`src/rtl/dram_arbiter.sv`:
```
// dram_arbiter: round-robin sharing of the single dram port between the
// instruction-fetch and data-access requesters, one transaction in flight,
// with a watchdog that errors out a stuck transaction and drains its late response.

package dram_arbiter_pkg;
  localparam int unsigned ADDR_W = 32;
  localparam int unsigned DATA_W = 32;
  localparam int unsigned STRB_W = DATA_W / 8;

  typedef struct packed {
    logic              mem_valid;
    logic [ADDR_W-1:0] mem_addr;
    logic [DATA_W-1:0] mem_wdata;
    logic [STRB_W-1:0] mem_wstrb;
  } mem_in_type;

  typedef struct packed {
    logic              mem_ready;
    logic              mem_error;
    logic [DATA_W-1:0] mem_rdata;
  } mem_out_type;
endpackage

module dram_arbiter
  import dram_arbiter_pkg::*;
#(
  parameter int unsigned TIMEOUT = 4096
) (
  input  logic        clock,
  input  logic        reset,
  input  mem_in_type  imem_in,
  output mem_out_type imem_out,
  input  mem_in_type  dmem_in,
  output mem_out_type dmem_out,
  output mem_in_type  dram_in,
  input  mem_out_type dram_out
);

  localparam int unsigned CNT_W = (TIMEOUT == 0) ? 1 : $clog2(TIMEOUT + 1);
  localparam logic [CNT_W-1:0] CNT_MAX  = '1;
  localparam logic [CNT_W-1:0] TMO_LAST = CNT_W'((TIMEOUT == 0) ? 0 : TIMEOUT - 1);
  localparam logic P_IMEM = 1'b0;
  localparam logic P_DMEM = 1'b1;

  typedef enum logic [1:0] {
    S_IDLE  = 2'd0,
    S_BUSY  = 2'd1,
    S_DRAIN = 2'd2
  } state_t;

  state_t      r_state;
  state_t      w_state_nxt;
  mem_in_type  r_pend_i;
  mem_in_type  r_pend_d;
  mem_in_type  r_dram_in;
  logic        r_owner;
  logic        r_last;
  logic [CNT_W-1:0] r_cnt;

  logic        w_cand_i;
  logic        w_cand_d;
  logic        w_grant;
  logic        w_gnt_port;
  logic        w_done;
  logic        w_tmo;
  mem_in_type  w_req_i;
  mem_in_type  w_req_d;
  mem_in_type  w_gnt_req;
  mem_out_type w_resp;

  // A port competes if it has a buffered request or is pulsing this cycle
  assign w_cand_i = r_pend_i.mem_valid | imem_in.mem_valid;
  assign w_cand_d = r_pend_d.mem_valid | dmem_in.mem_valid;

  // State register
  always_ff @(posedge clock or negedge reset) begin
    if (!reset) r_state <= S_IDLE;
    else        r_state <= w_state_nxt;
  end

  // Next state, arbitration decision and combinational response routing
  always_comb begin
    w_state_nxt = r_state;
    w_req_i     = r_pend_i.mem_valid ? r_pend_i : imem_in;
    w_req_d     = r_pend_d.mem_valid ? r_pend_d : dmem_in;
    w_grant     = 1'b0;
    w_gnt_port  = P_IMEM;
    w_gnt_req   = '0;
    w_done      = 1'b0;
    w_tmo       = 1'b0;
    w_resp      = '0;
    imem_out    = '0;
    dmem_out    = '0;

    case (r_state)
      S_IDLE: begin
        if (w_cand_i || w_cand_d) begin
          w_grant     = 1'b1;
          w_gnt_port  = (w_cand_i && w_cand_d) ? ~r_last : w_cand_d;
          w_state_nxt = S_BUSY;
        end
      end
      S_BUSY: begin
        if (dram_out.mem_ready) begin
          w_done      = 1'b1;
          w_resp      = dram_out;
          w_state_nxt = S_IDLE;
        end else if ((TIMEOUT != 0) && (r_cnt == TMO_LAST)) begin
          w_tmo            = 1'b1;
          w_resp.mem_ready = 1'b1;
          w_resp.mem_error = 1'b1;
          w_state_nxt      = S_DRAIN;
        end
      end
      S_DRAIN: begin
        if (dram_out.mem_ready) w_state_nxt = S_IDLE;
      end
      default: w_state_nxt = S_IDLE;
    endcase

    w_gnt_req           = (w_gnt_port == P_DMEM) ? w_req_d : w_req_i;
    w_gnt_req.mem_valid = 1'b1;

    if (r_owner == P_IMEM) imem_out = w_resp;
    else                   dmem_out = w_resp;
  end

  // Owner, round-robin history and saturating watchdog counter
  always_ff @(posedge clock or negedge reset) begin
    if (!reset) begin
      r_owner <= P_IMEM;
      r_last  <= P_IMEM;
      r_cnt   <= '0;
    end else if (w_grant) begin
      r_owner <= w_gnt_port;
      r_last  <= w_gnt_port;
      r_cnt   <= '0;
    end else if ((r_state == S_BUSY) && !w_done && !w_tmo && (r_cnt != CNT_MAX)) begin
      r_cnt   <= r_cnt + CNT_W'(1);
    end
  end

  // Registered request to dram: one-cycle valid, payload held while busy
  always_ff @(posedge clock or negedge reset) begin
    if (!reset)       r_dram_in           <= '0;
    else if (w_grant) r_dram_in           <= w_gnt_req;
    else              r_dram_in.mem_valid <= 1'b0;
  end

  // Instruction-port request buffer: cleared on completion, loaded when empty
  always_ff @(posedge clock or negedge reset) begin
    if (!reset) begin
      r_pend_i <= '0;
    end else begin
      assert (!(imem_in.mem_valid && r_pend_i.mem_valid));
      if ((w_done || w_tmo) && (r_owner == P_IMEM)) r_pend_i <= '0;
      else if (imem_in.mem_valid && !r_pend_i.mem_valid) r_pend_i <= imem_in;
    end
  end

  // Data-port request buffer: cleared on completion, loaded when empty
  always_ff @(posedge clock or negedge reset) begin
    if (!reset) begin
      r_pend_d <= '0;
    end else begin
      assert (!(dmem_in.mem_valid && r_pend_d.mem_valid));
      if ((w_done || w_tmo) && (r_owner == P_DMEM)) r_pend_d <= '0;
      else if (dmem_in.mem_valid && !r_pend_d.mem_valid) r_pend_d <= dmem_in;
    end
  end

  assign dram_in = r_dram_in;

endmodule
```
`config.mk`:
```
export PLATFORM = sky130hd
export DESIGN_NAME = dram_arbiter
export DESIGN_NICKNAME = d
export VERILOG_FILES = /design/src/rtl/dram_arbiter.sv
export SDC_FILE = /design/constraint.sdc
export NUM_CORES = 1
export LEC_CHECK = 0
export ABC_CLOCK_PERIOD_IN_PS = 4800
export CORE_ASPECT_RATIO = 1.4
export CORE_MARGIN = 2
export CORE_UTILIZATION = 45
export CTS_CLUSTER_SIZE = 12
export DETAILED_ROUTE_END_ITERATION = 10
export GPL_TIMING_DRIVEN = 1
export PLACE_DENSITY = 0.78
export SETUP_SLACK_MARGIN = 0.1
export SYNTH_ARGS = -nofsm -noshare
export SYNTH_HDL_FRONTEND = slang
export SYNTH_SLANG_ARGS = --single-unit
```
`constraint.sdc`:
```
create_clock -name clock -period 4.8 [get_ports clock]
set_clock_uncertainty 0.1 [all_clocks]
set_input_delay 1.2 -clock clock [delete_from_list [all_inputs] [get_ports clock]]
set_output_delay 1.2 -clock clock [all_outputs]
set_load 0.005 [all_outputs]
```
# Word-level counts from Yosys, hierarchy flattened
# Index checks and enable logic that the tools add are counted.
word_totals:
  reg_bits: 223
  input_bits: 174
  out_inout_bits: 137
  wordCells: 76
op_classes:
  n_mux: 31
  bitwise: 3
  addsub: 1
  n_eq_ne: 7
  reduce_logical: 19
ops:
  columns: ["op", "n"]
  rows:
  - ["69-bit 2-to-1 mux", 4]
  - ["68-bit 2-to-1 mux", 3]
  - ["34-bit 2-to-1 mux", 3]
  - ["32-bit 2-to-1 mux", 1]
  - ["13-bit 2-to-1 mux", 2]
  - ["13-bit by 1-bit adder with 13-bit output, second input constant", 1]
  - ["13-bit by 12-bit equality test with 1-bit output, second input constant", 1]
  - ["13-bit != test, second input constant", 1]
  - ["2-bit 2-to-1 mux", 6]
  - ["1-bit 2-to-1 mux", 11]
  - ["1-bit logical AND", 8]
  - ["2-bit one-hot mux with 3 select lines", 1]
  - ["2-bit nonzero test", 3]
  - ["1-bit logical NOT", 4]
  - ["2-bit != test, second input constant", 2]
  - ["3-bit != test, second input constant", 1]
  - ["3-bit AND reduction", 1]
  - ["2-bit by 1-bit equality test with 1-bit output, second input constant", 1]
  - ["2-bit equality test, second input constant", 1]
  - ["2-bit logical NOT", 1]
  - ["1-bit logical OR", 2]
  - ["1-bit OR", 2]
  - ["1-bit NOT", 1]

# Longest topological paths before layout
# Gate-level depths: netlist (run 1).
depth:
  depth_word: 9
  depth_mapped: 8
  depth_no_buf: 5

# Least setup slack after synthesis (run 1)
# OpenSTA, ideal clock, no wires.
synth_path:
  path_type: "input port to output port"
  start: "in dram_out[33] (netlist name)"
  end: "out dmem_out[33] (netlist name)"
  slack_ps: 1494
  required_time_ps: 3500
  stages: 4
  n_path_buf: 2
  arrival_ps: 2006
  path_cell_list: "clkbuf_1 -> nand3_1 -> o31ai_1 -> clkbuf_1"
synth_lines:
  columns: ["element", "line", "rtl"]
  rows:
  - ["start, declared", "36", "input mem_out_type dram_out"]
  - ["end, declared", "34", "output mem_out_type dmem_out,"]

==> impl_metrics.env, run 1 <==
export IMPL_status="complete, no violations"
export IMPL_dp_cells=1775
export IMPL_cts_root_buf="clkbuf_16"
export IMPL_final_setup_tns_ps=0
export IMPL_drt_wl_total_um=35200
export IMPL_place_area_um2=14700
export IMPL_place_congestion=0.904
export IMPL_grt_pass1_vias=10000
export IMPL_io_buffers=310
export IMPL_r2r_setup_slack_ps=1770
export IMPL_hold_end="dram_in[30]"
export IMPL_critPathMaxFanout=7
export IMPL_crit_type="reg2out"
export IMPL_p_leak_nw=7.04
export IMPL_layout_cells_most_common_list="nand2_1, clkdlybuf4s50_1, dfrtp_1, a21oi_1, mux2i_1"
export IMPL_stdcell_area_um2=15400
export IMPL_post_route_cells_drive_above_1_share_pct=8.57
export IMPL_switching_share_pct=36.5
export IMPL_crit_path_cell_trace="ha_1 -> and3_1 -> nand4_1 -> o31ai_4 -> clkdlybuf4s50_1"
export IMPL_dieWidth_um=138
export IMPL_reg2regPathDepth=6
export IMPL_critPathMaxStageDelay_ps=550
export IMPL_drc=0
export IMPL_clock_tree_buffer_depth=3
export IMPL_r2r_end="r_pend_d[18]"
export IMPL_worst_pin_slew_ps=915
export IMPL_startpoint_type="flop"
export IMPL_crit_buf_inv=1
export IMPL_slew_headroom_pct=39.0
export IMPL_grt_max_degree=88
export IMPL_dpl_hpwl_um=23500
export IMPL_yosysSeqAreaShare_pct=49.2
export IMPL_hold_class="reg2reg"
export IMPL_cp_num_cells=5
export IMPL_first_pass_iters=5
export IMPL_ys_types=42
export IMPL_critical_path_arrival_ps=2940
export IMPL_maxCapViolations=0
export IMPL_layout_commonest_cell="nand2_1"
export IMPL_die_h_um=192
export IMPL_p_int_mw=5.49
export IMPL_fmax_ghz=0.236
export IMPL_num_io_pins=311
export IMPL_critPathTopFamily="simple AND/OR/NAND/NOR gates"
export IMPL_period_needed_ps=4240
export IMPL_antenna_found_initial=2
export IMPL_cts_clk_slew_worst_paths_ps=60
export IMPL_vdd_drop_max_uv=474
export IMPL_grt_pass1_wl_um=54800
export IMPL_ys_warnings_count=0
export IMPL_post_route_period_util_pct=88.3
export IMPL_cp_end_kind="primary output"
export IMPL_synth_edff_count=0
export IMPL_track_usage_pct=25.9
export IMPL_dieArea_um2=26500
export IMPL_hp_start="dram_in[30]"
export IMPL_initial_core_util_pct=45.9
export IMPL_drv_slew=0
export IMPL_cts_buffers=23
export IMPL_synth_ff_latch_count=223
export IMPL_rsz0062_at_grt="false"
export IMPL_core_area_um2=24700
export IMPL_synth_area_per_cell_um2=9.27
export IMPL_syn_area_um2=11300
export IMPL_placement_rows=68
export IMPL_cts_tree="built"
export IMPL_ctsHtreeMaxLevel=1
export IMPL_p_clk_share_pct=19.6
export IMPL_vias=10100
export IMPL_cts_setup_buffers=0
export IMPL_synthCells=1223
export IMPL_syn_nets=1398
export IMPL_cts_resized_gates=0
export IMPL_holdBufCountCts=0
export IMPL_p_switching_mw=3.16
export IMPL_clock_sinks=223
export IMPL_viasPerCell=5.57
export IMPL_clock_latency_ps=520
export IMPL_synthArstFlopShare_pct=100
export IMPL_setup_violations=0
export IMPL_power_density_nw_per_um2=561
export IMPL_ant_nets=0
export IMPL_num_antenna_cells=0
export IMPL_slowest_stage="nand4_1"
export IMPL_grt_overflow_total=0
export IMPL_routedWlPerCell_um=19.5
export IMPL_r2r_start="r_cnt[0]"
export IMPL_final_cells=1809
export IMPL_hold_depth=2
export IMPL_crit_required_ps=3500
export IMPL_drt_iter0_drc=575
export IMPL_synth_ff_type="dfrtp_1"
export IMPL_finalHoldViolCount=0
export IMPL_pwr_share_seq_pct=36.3
export IMPL_synthToLayoutAreaGrowth_pct=36.0
export IMPL_power_frac_comb_pct=44.0
export IMPL_fin_nets=1660
==> layout make-up <==
type | count | area, um2
Clock buffer | 32 | 669
Sequential cell | 223 | 5590
Inverter | 2 | 7.51
Fill cell | 2057 | 9250
Timing Repair Buffer | 333 | 3310
Tap cell | 315 | 394
Clock inverter | 2 | 25.0
Multi-Input combinational cell | 902 | 5430
==> stage by stage <==
| step | power, mW | setup WS (ps) | hold WS, ps | utilization [%] |
|---|---|---|---|---|
| 5_1_grt | 9.17 | 436 | 403 | 62.5 |
| 4_1_cts | 8.70 | 535 | 383 | 62.5 |
| 6_report | 8.65 | 560 | 375 | 62.5 |
| 2_1_floorplan | 5.39 | 1490 | 362 | - |
| 3_3_place_gp | 6.85 | 686 | 361 | 59.7 |
| 3_5_place_dp | 6.98 | 615 | 370 | 59.7 |
==> sequential cells by signal, indices dropped and copies added (netlist names) <==
| register | count |
|---|---|
| r_state | 2 |
| r_last | 1 |
| dram_in | 69 |
| r_pend_i | 69 |
| r_pend_d | 69 |
| r_cnt | 13 |
==> synth_stat cells (all sizes together), types with 2 or more instances <==
| master | n | share of area, % |
|---|---|---|
| o41ai | 2 | 0.15 |
| nor3 | 3 | 0.13 |
| nand2b | 3 | 0.17 |
| clkbuf | 81 | 2.7 |
| nand4 | 3 | 0.17 |
| nor3b | 2 | 0.18 |
| nand3b | 2 | 0.13 |
| or3 | 2 | 0.11 |
| nand3 | 8 | 0.35 |
| nand2 | 352 | 12 |
| a31oi | 2 | 0.11 |
| or4 | 4 | 0.30 |
| inv | 2 | 0.066 |
| dfrtp | 223 | 49 |
| o21ai | 74 | 3.3 |
| o31ai | 5 | 0.33 |
| nor2b | 2 | 0.11 |
| mux2i | 137 | 12 |
| and3 | 35 | 1.9 |
| and2 | 33 | 1.8 |
| buf | 15 | 0.70 |
| mux2 | 68 | 6.8 |
| nor2 | 11 | 0.36 |
| o211ai | 3 | 0.20 |
| a21oi | 141 | 6.2 |
==> routing by layer <==
layer / global-route usage [%] / vias to the layer above / part of all wire (%)
met4: 10.0 / 0 / 3.7
met5: 0 / - / 0
li1: - / 4669 / -
met1: 30.9 / 4895 / 39
met2: 46.5 / 438 / 50
met3: 5.01 / 70 / 7.2
==> power by group through the flow <==
stage	Clock, mW	Combinational (mW)	Sequential (mW)
floorplan	0	2.46	2.93
global placement	0	3.72	3.13
detailed placement	0	3.82	3.16
CTS	1.73	3.84	3.14
global route	1.79	4.16	3.22
finish	1.70	3.81	3.14
==> worst reg2reg max path, stage by stage (launching register included) <==
cell and delay (ps):
dfrtp_1 410, ha_1 220, and3_1 210, nand4_1 550
o31ai_4 470, buf_4 730, a21oi_1 170
==> worst max path at each step <==
stage | startpoint | endpoint
5_1_grt | r_cnt[0] | dmem_out[33]
6_report | r_cnt[0] | dmem_out[33]
4_1_cts | r_cnt[0] | dmem_out[33]
3_5_place_dp | dram_out[33] | dmem_out[33]
2_1_floorplan | dram_out[33] | dmem_out[33]
3_3_place_gp | dram_out[33] | dmem_out[33]
==> logic make-up (layout without fill, tap and decap cells) <==
logic type / after synthesis / in the layout / share of synthesized area [%]
adders and majority gates: 1 / 1 / 0.110
and+or+nand+nor: 465 / 465 / 17.8
DFF: 223 / 223 / 49.2
muxes: 205 / 205 / 18.9
AOI/OAI and AO/OA: 231 / 231 / 10.6
buffers and inverters: 98 / 369 / 3.44
No activity file was read; power rests on OpenSTA's default activity.
==> inputs of run 2 (changes only) <==
Settings changed: CORE_UTILIZATION 45 to 26, PLACE_DENSITY 0.78 to 0.5, REMOVE_ABC_BUFFERS set to 1.
==> run 2 against run 1 <==
  * Maximum frequency is 0.82% lower
  * Combinational power is 2% higher
  * Critical path depth stayed put
  * Clock-buffer cell count is 4 higher
  * Sequential power hardly changed
  * Worst hold slack better by 1.8 ps
  * Flip-flop and latch count stayed put
  * Setup slack worse by 35 ps
  * Largest cell class unchanged
  * Largest power group unchanged
==> impl_metrics.env, run 2 (same netlist as run 1, synthesis figures left out) <==
export IMPL_crit_type="in2out"
export IMPL_maxCapViolations=0
export IMPL_setup_violations=0
export IMPL_worst_pin_slew_ps=1070
export IMPL_p_clk_share_pct=21.1
export IMPL_drt_iter0_drc=464
export IMPL_gr_usage_met2_pct=31.7
export IMPL_slew_headroom_pct=28.5
export IMPL_p_leak_nw=7.11
export IMPL_grt_pass1_wl_um=60400
export IMPL_die_h_um=251
export IMPL_critical_path_arrival_ps=2980
export IMPL_clock_latency_ps=550
export IMPL_place_congestion=0.819
export IMPL_post_route_period_util_pct=89.1
export IMPL_finalHoldViolCount=0
export IMPL_status="complete, no violations"
export IMPL_grt_pass1_vias=10100
export IMPL_vdd_drop_max_uv=268
export IMPL_cts_tree="built"
export IMPL_ant_nets=0
export IMPL_r2r_setup_slack_ps=1580
export IMPL_cp_end_kind="primary output"
export IMPL_num_antenna_cells=0
export IMPL_grtUsageMet3_pct=2.48
export IMPL_gr_usage_met1_pct=19.7
export IMPL_post_route_cells_drive_above_1_share_pct=8.98
export IMPL_grt_max_degree=97
export IMPL_core_area_um2=43100
export IMPL_switching_share_pct=36.7
export IMPL_fin_nets=1662
export IMPL_p_int_mw=5.59
export IMPL_rsz0062_at_grt="false"
export IMPL_top_usage_layer="met2"
export IMPL_cts_clk_slew_worst_paths_ps=60
export IMPL_clock_sinks=223
export IMPL_routedWlPerCell_um=18.9
export IMPL_cts_root_buf="clkbuf_16"
export IMPL_holdBufCountCts=0
export IMPL_drv_slew=0
export IMPL_p_switching_mw=3.25
export IMPL_period_needed_ps=4280
export IMPL_drc=0
export IMPL_final_setup_tns_ps=0
export IMPL_synthToLayoutAreaGrowth_pct=39.6
export IMPL_io_buffers=310
export IMPL_vias=9764
export IMPL_layout_commonest_cell="nand2_1"
export IMPL_pwr_share_seq_pct=35.1
export IMPL_num_io_pins=311
export IMPL_cts_resized_gates=0
export IMPL_dpl_hpwl_um=25100
export IMPL_track_usage_pct=17.0
export IMPL_grt_overflow_total=0
export IMPL_startpoint_type="input pin"
export IMPL_power_frac_comb_pct=43.8
export IMPL_ctsHtreeMaxLevel=1
export IMPL_hold_class="reg2reg"
export IMPL_placement_rows=90
export IMPL_hp_start="dram_in[4]"
export IMPL_initial_core_util_pct=26.3
export IMPL_first_pass_iters=4
export IMPL_fmax_ghz=0.234
export IMPL_viasPerCell=4.75
export IMPL_drt_wl_total_um=38800
export IMPL_cts_buffers=25
export IMPL_clock_tree_buffer_depth=3
export IMPL_crit_required_ps=3500
export IMPL_power_mw=8.84
export IMPL_critPathMaxFanout=32
export IMPL_cts_setup_buffers=0
export IMPL_dieArea_um2=45300
export IMPL_layout_cells_most_common_list="nand2_1, clkdlybuf4s50_1, dfrtp_1, a21oi_1, mux2i_1"
export IMPL_antenna_found_initial=1
export IMPL_crit_start="dram_out[33]"
export IMPL_r2r_start="r_cnt[0]"
export IMPL_dieWidth_um=180
export IMPL_power_density_nw_per_um2=558
-- run 2: per-layer routing --
| metal | vias up | wire (um) | part of all wire, % |
|---|---|---|---|
| li1 | 4682 | - | - |
| met1 | 4737 | 15700 | 40 |
| met2 | 293 | 20200 | 52 |
| met3 | 50 | 1770 | 4.5 |
| met4 | 2 | 1110 | 2.9 |
| met5 | - | 13 | 0.034 |
-- run 2: worst paths after layout --
check	endpoint	cells after the start
min in group asynchronous	r_pend_d[37]	1
hold reg to reg	dram_in[4]	2
max in group asynchronous	r_pend_i[36]	2
hold / removal	dram_in[4]	2
setup reg to reg	r_pend_d[6]	7
setup / recovery	dmem_out[27]	5
-- run 2: cell type report --
| class | count | area, um2 |
|---|---|---|
| multi-input cells | 902 | 5440 |
| well taps | 552 | 691 |
| repair buffers | 333 | 3330 |
| inverters | 2 | 7.51 |
| fillers | 4422 | 27300 |
| clock inverters | 8 | 48.8 |
| flip-flops and latches | 223 | 5590 |
| clock buffers | 36 | 727 |
-- run 2: critical path: stages --
cell             delay, ps
clkdlybuf4s50_1        640
and3_1                 210
buf_4                  250
and2_1                 170
clkdlybuf4s50_1        500
-- run 2: through the flow --
step | std cells | util [%] | hold slack (ps) | setup slack, ps | cell area, um2
final | 2056 | 36.7 | 377 | 525 | 15800
after global routing | 2056 | 36.7 | 402 | 399 | 15800
after CTS | 2056 | 36.7 | 384 | 486 | 15800
after detailed placement | 2012 | 34.9 | 370 | 517 | 15100
after global placement | 2012 | 34.9 | 361 | 558 | 15100
after floorplan | 1127 | - | 362 | -1390 | 11000
-- run 2: power by group through the flow --
| stage | combinational [mW] | sequential, mW | clock (mW) |
|---|---|---|---|
| after CTS | 3.95 | 3.11 | 1.93 |
| after detailed placement | 3.94 | 3.14 | 0 |
| after floorplan | 2.30 | 3.13 | 0 |
| after global placement | 3.89 | 3.12 | 0 |
| after global routing | 4.31 | 3.20 | 1.99 |
| final | 3.87 | 3.11 | 1.86 |
==> inputs of run 3 (changes only) <==
Settings changed: CORE_ASPECT_RATIO 1.4 to 1.2, HOLD_SLACK_MARGIN set to 0.08.
==> run 3 against run 2 <==
  * Largest cell class unchanged
  * Clock power increased by 6%
  * Critical path type unchanged
  * Highest routed layer unchanged
  * Via count decreased by 0.41%
  * Sequential share of layout area decreased by 0.11 points
==> impl_metrics.env, run 3 (same netlist as run 1, synthesis figures left out) <==
export IMPL_vias=9724
export IMPL_crit_type="in2out"
export IMPL_period_needed_ps=4270
export IMPL_rsz0062_at_grt="false"
export IMPL_cts_setup_buffers=0
export IMPL_cts_clk_slew_worst_paths_ps=60
export IMPL_antenna_found_initial=1
export IMPL_layout_commonest_cell="nand2_1"
export IMPL_cts_buffers=26
export IMPL_vdd_drop_max_uv=308
export IMPL_cts_root_buf="clkbuf_16"
export IMPL_num_io_pins=311
export IMPL_grt_overflow_total=0
export IMPL_track_usage_pct=16.8
export IMPL_critPathMaxStageDelay_ps=620
export IMPL_dpl_hpwl_um=24300
export IMPL_post_route_cells_drive_above_1_share_pct=8.53
export IMPL_status="complete, no violations"
export IMPL_critPathTopFamily="buffers and inverters"
export IMPL_startpoint_type="input pin"
export IMPL_crit_path_cell_trace="clkdlybuf4s50_1 -> and3_1 -> buf_4 -> and2_1 -> clkdlybuf4s50_1"
export IMPL_clock_latency_ps=540
export IMPL_cp_end_kind="primary output"
export IMPL_maxCapViolations=0
export IMPL_holdBufCountCts=0
export IMPL_place_area_um2=15000
export IMPL_power_mw=8.98
export IMPL_clock_sinks=223
export IMPL_dieArea_um2=45300
export IMPL_ctsHtreeMaxLevel=1
export IMPL_clock_tree_buffer_depth=3
export IMPL_drt_wl_total_um=38800
export IMPL_place_congestion=0.857
export IMPL_fin_nets=1659
export IMPL_post_route_period_util_pct=89.0
export IMPL_setup_violations=0
export IMPL_layout_cells_most_common_list="nand2_1, clkdlybuf4s50_1, dfrtp_1, a21oi_1, mux2i_1"
export IMPL_slew_headroom_pct=28.6
export IMPL_finalHoldViolCount=0
export IMPL_grt_pass1_wl_um=58700
export IMPL_p_int_mw=5.73
export IMPL_p_leak_nw=7.12
export IMPL_fmax_ghz=0.234
export IMPL_p_clk_share_pct=22.1
export IMPL_grt_pass1_vias=9608
export IMPL_grt_max_degree=88
export IMPL_power_frac_comb_pct=43.1
export IMPL_synthToLayoutAreaGrowth_pct=40.0
export IMPL_critical_path_arrival_ps=2970
export IMPL_die_h_um=233
export IMPL_dieWidth_um=195
export IMPL_stdcell_area_um2=15900
export IMPL_num_antenna_cells=0
export IMPL_final_setup_tns_ps=0
export IMPL_pwr_share_seq_pct=34.7
export IMPL_critPathMaxFanout=32
export IMPL_drt_iter0_drc=364
export IMPL_io_buffers=310
export IMPL_crit_required_ps=3500
export IMPL_p_switching_mw=3.24
export IMPL_core_area_um2=42900
export IMPL_slowest_stage="clkdlybuf4s50_1"
export IMPL_cts_tree="built"
export IMPL_placement_rows=83
export IMPL_cp_common_cell="clkdlybuf4s50_1"
export IMPL_first_pass_iters=5
export IMPL_hold_class="reg2reg"
export IMPL_drc=0
export IMPL_worst_pin_slew_ps=1070
export IMPL_viasPerCell=4.74
export IMPL_drv_slew=0
export IMPL_crit_buf_inv=3
export IMPL_ant_nets=0
export IMPL_cts_resized_gates=0
export IMPL_initial_core_util_pct=26.4
export IMPL_power_density_nw_per_um2=565
export IMPL_switching_share_pct=36.1
export IMPL_routedWlPerCell_um=18.9
-- run 3: cell count changes in the layout (fill, tap and decap cells not counted), moves of 2 or more --
cell        before  now
clkinvlp_4       2    0
clkbuf_1         5    9
clkbuf_16       25   27
buf_4           19   14
clkinv_2         5    1
-- run 3: layout make-up --
| type | instances | area [um2] |
|---|---|---|
| clock buffers | 43 | 806 |
| clock inverters | 2 | 35.0 |
| fillers | 4394 | 27000 |
| inverters | 2 | 7.51 |
| multi-input cells | 902 | 5440 |
| flip-flops and latches | 223 | 5590 |
| well taps | 552 | 691 |
| repair buffers | 329 | 3310 |
-- run 3: power by group through the flow --
stage / logic [mW] / registers, mW / clock network [mW]
2_1_floorplan: 2.30 / 3.13 / 0
3_3_place_gp: 3.91 / 3.13 / 0
3_5_place_dp: 3.95 / 3.15 / 0
4_1_cts: 3.96 / 3.13 / 2.06
5_1_grt: 4.29 / 3.22 / 2.13
6_report: 3.87 / 3.12 / 1.98
-- run 3: final timing paths --
kind | startpoint | to | slack, ps | depth (start not counted)
max in group asynchronous | reset | r_pend_i[54] | 3030 | 2
max reg2reg | r_cnt[0] | r_pend_d[17] | 1530 | 7
max | dram_out[33] | dmem_out[29] | 530 | 5
min | dram_in[31] | dram_in[31] | 380 | 2
min in group asynchronous | reset | dram_in[26] | 550 | 1
min reg2reg | dram_in[31] | dram_in[31] | 380 | 2
-- run 3: routing by layer --
metal / part of all wire, % / global-route usage [%]
met2: 48 / 29.4
met5: 0.021 / 0
met1: 44 / 21.1
met3: 5.5 / 2.86
met4: 2.2 / 4.86
-- run 3: through the flow --
stage	util (%)	setup WS [ps]	hold slack (ps)	cells
finish	37.0	526	379	2053
global route	37.0	371	411	2053
CTS	37.0	486	386	2053
detailed placement	35.1	530	373	2008
global placement	35.1	572	363	2008
floorplan	-	-1390	362	1127
-- run 3: worst register-to-register path: cells and delay by family (launching register included) --
family / cells / cell delay [ps]
AOI/OAI and AO/OA: 2 / 710
adders and majority gates: 1 / 210
buffers and inverters: 2 / 1110
DFF: 1 / 410
and+or+nand+nor: 2 / 590
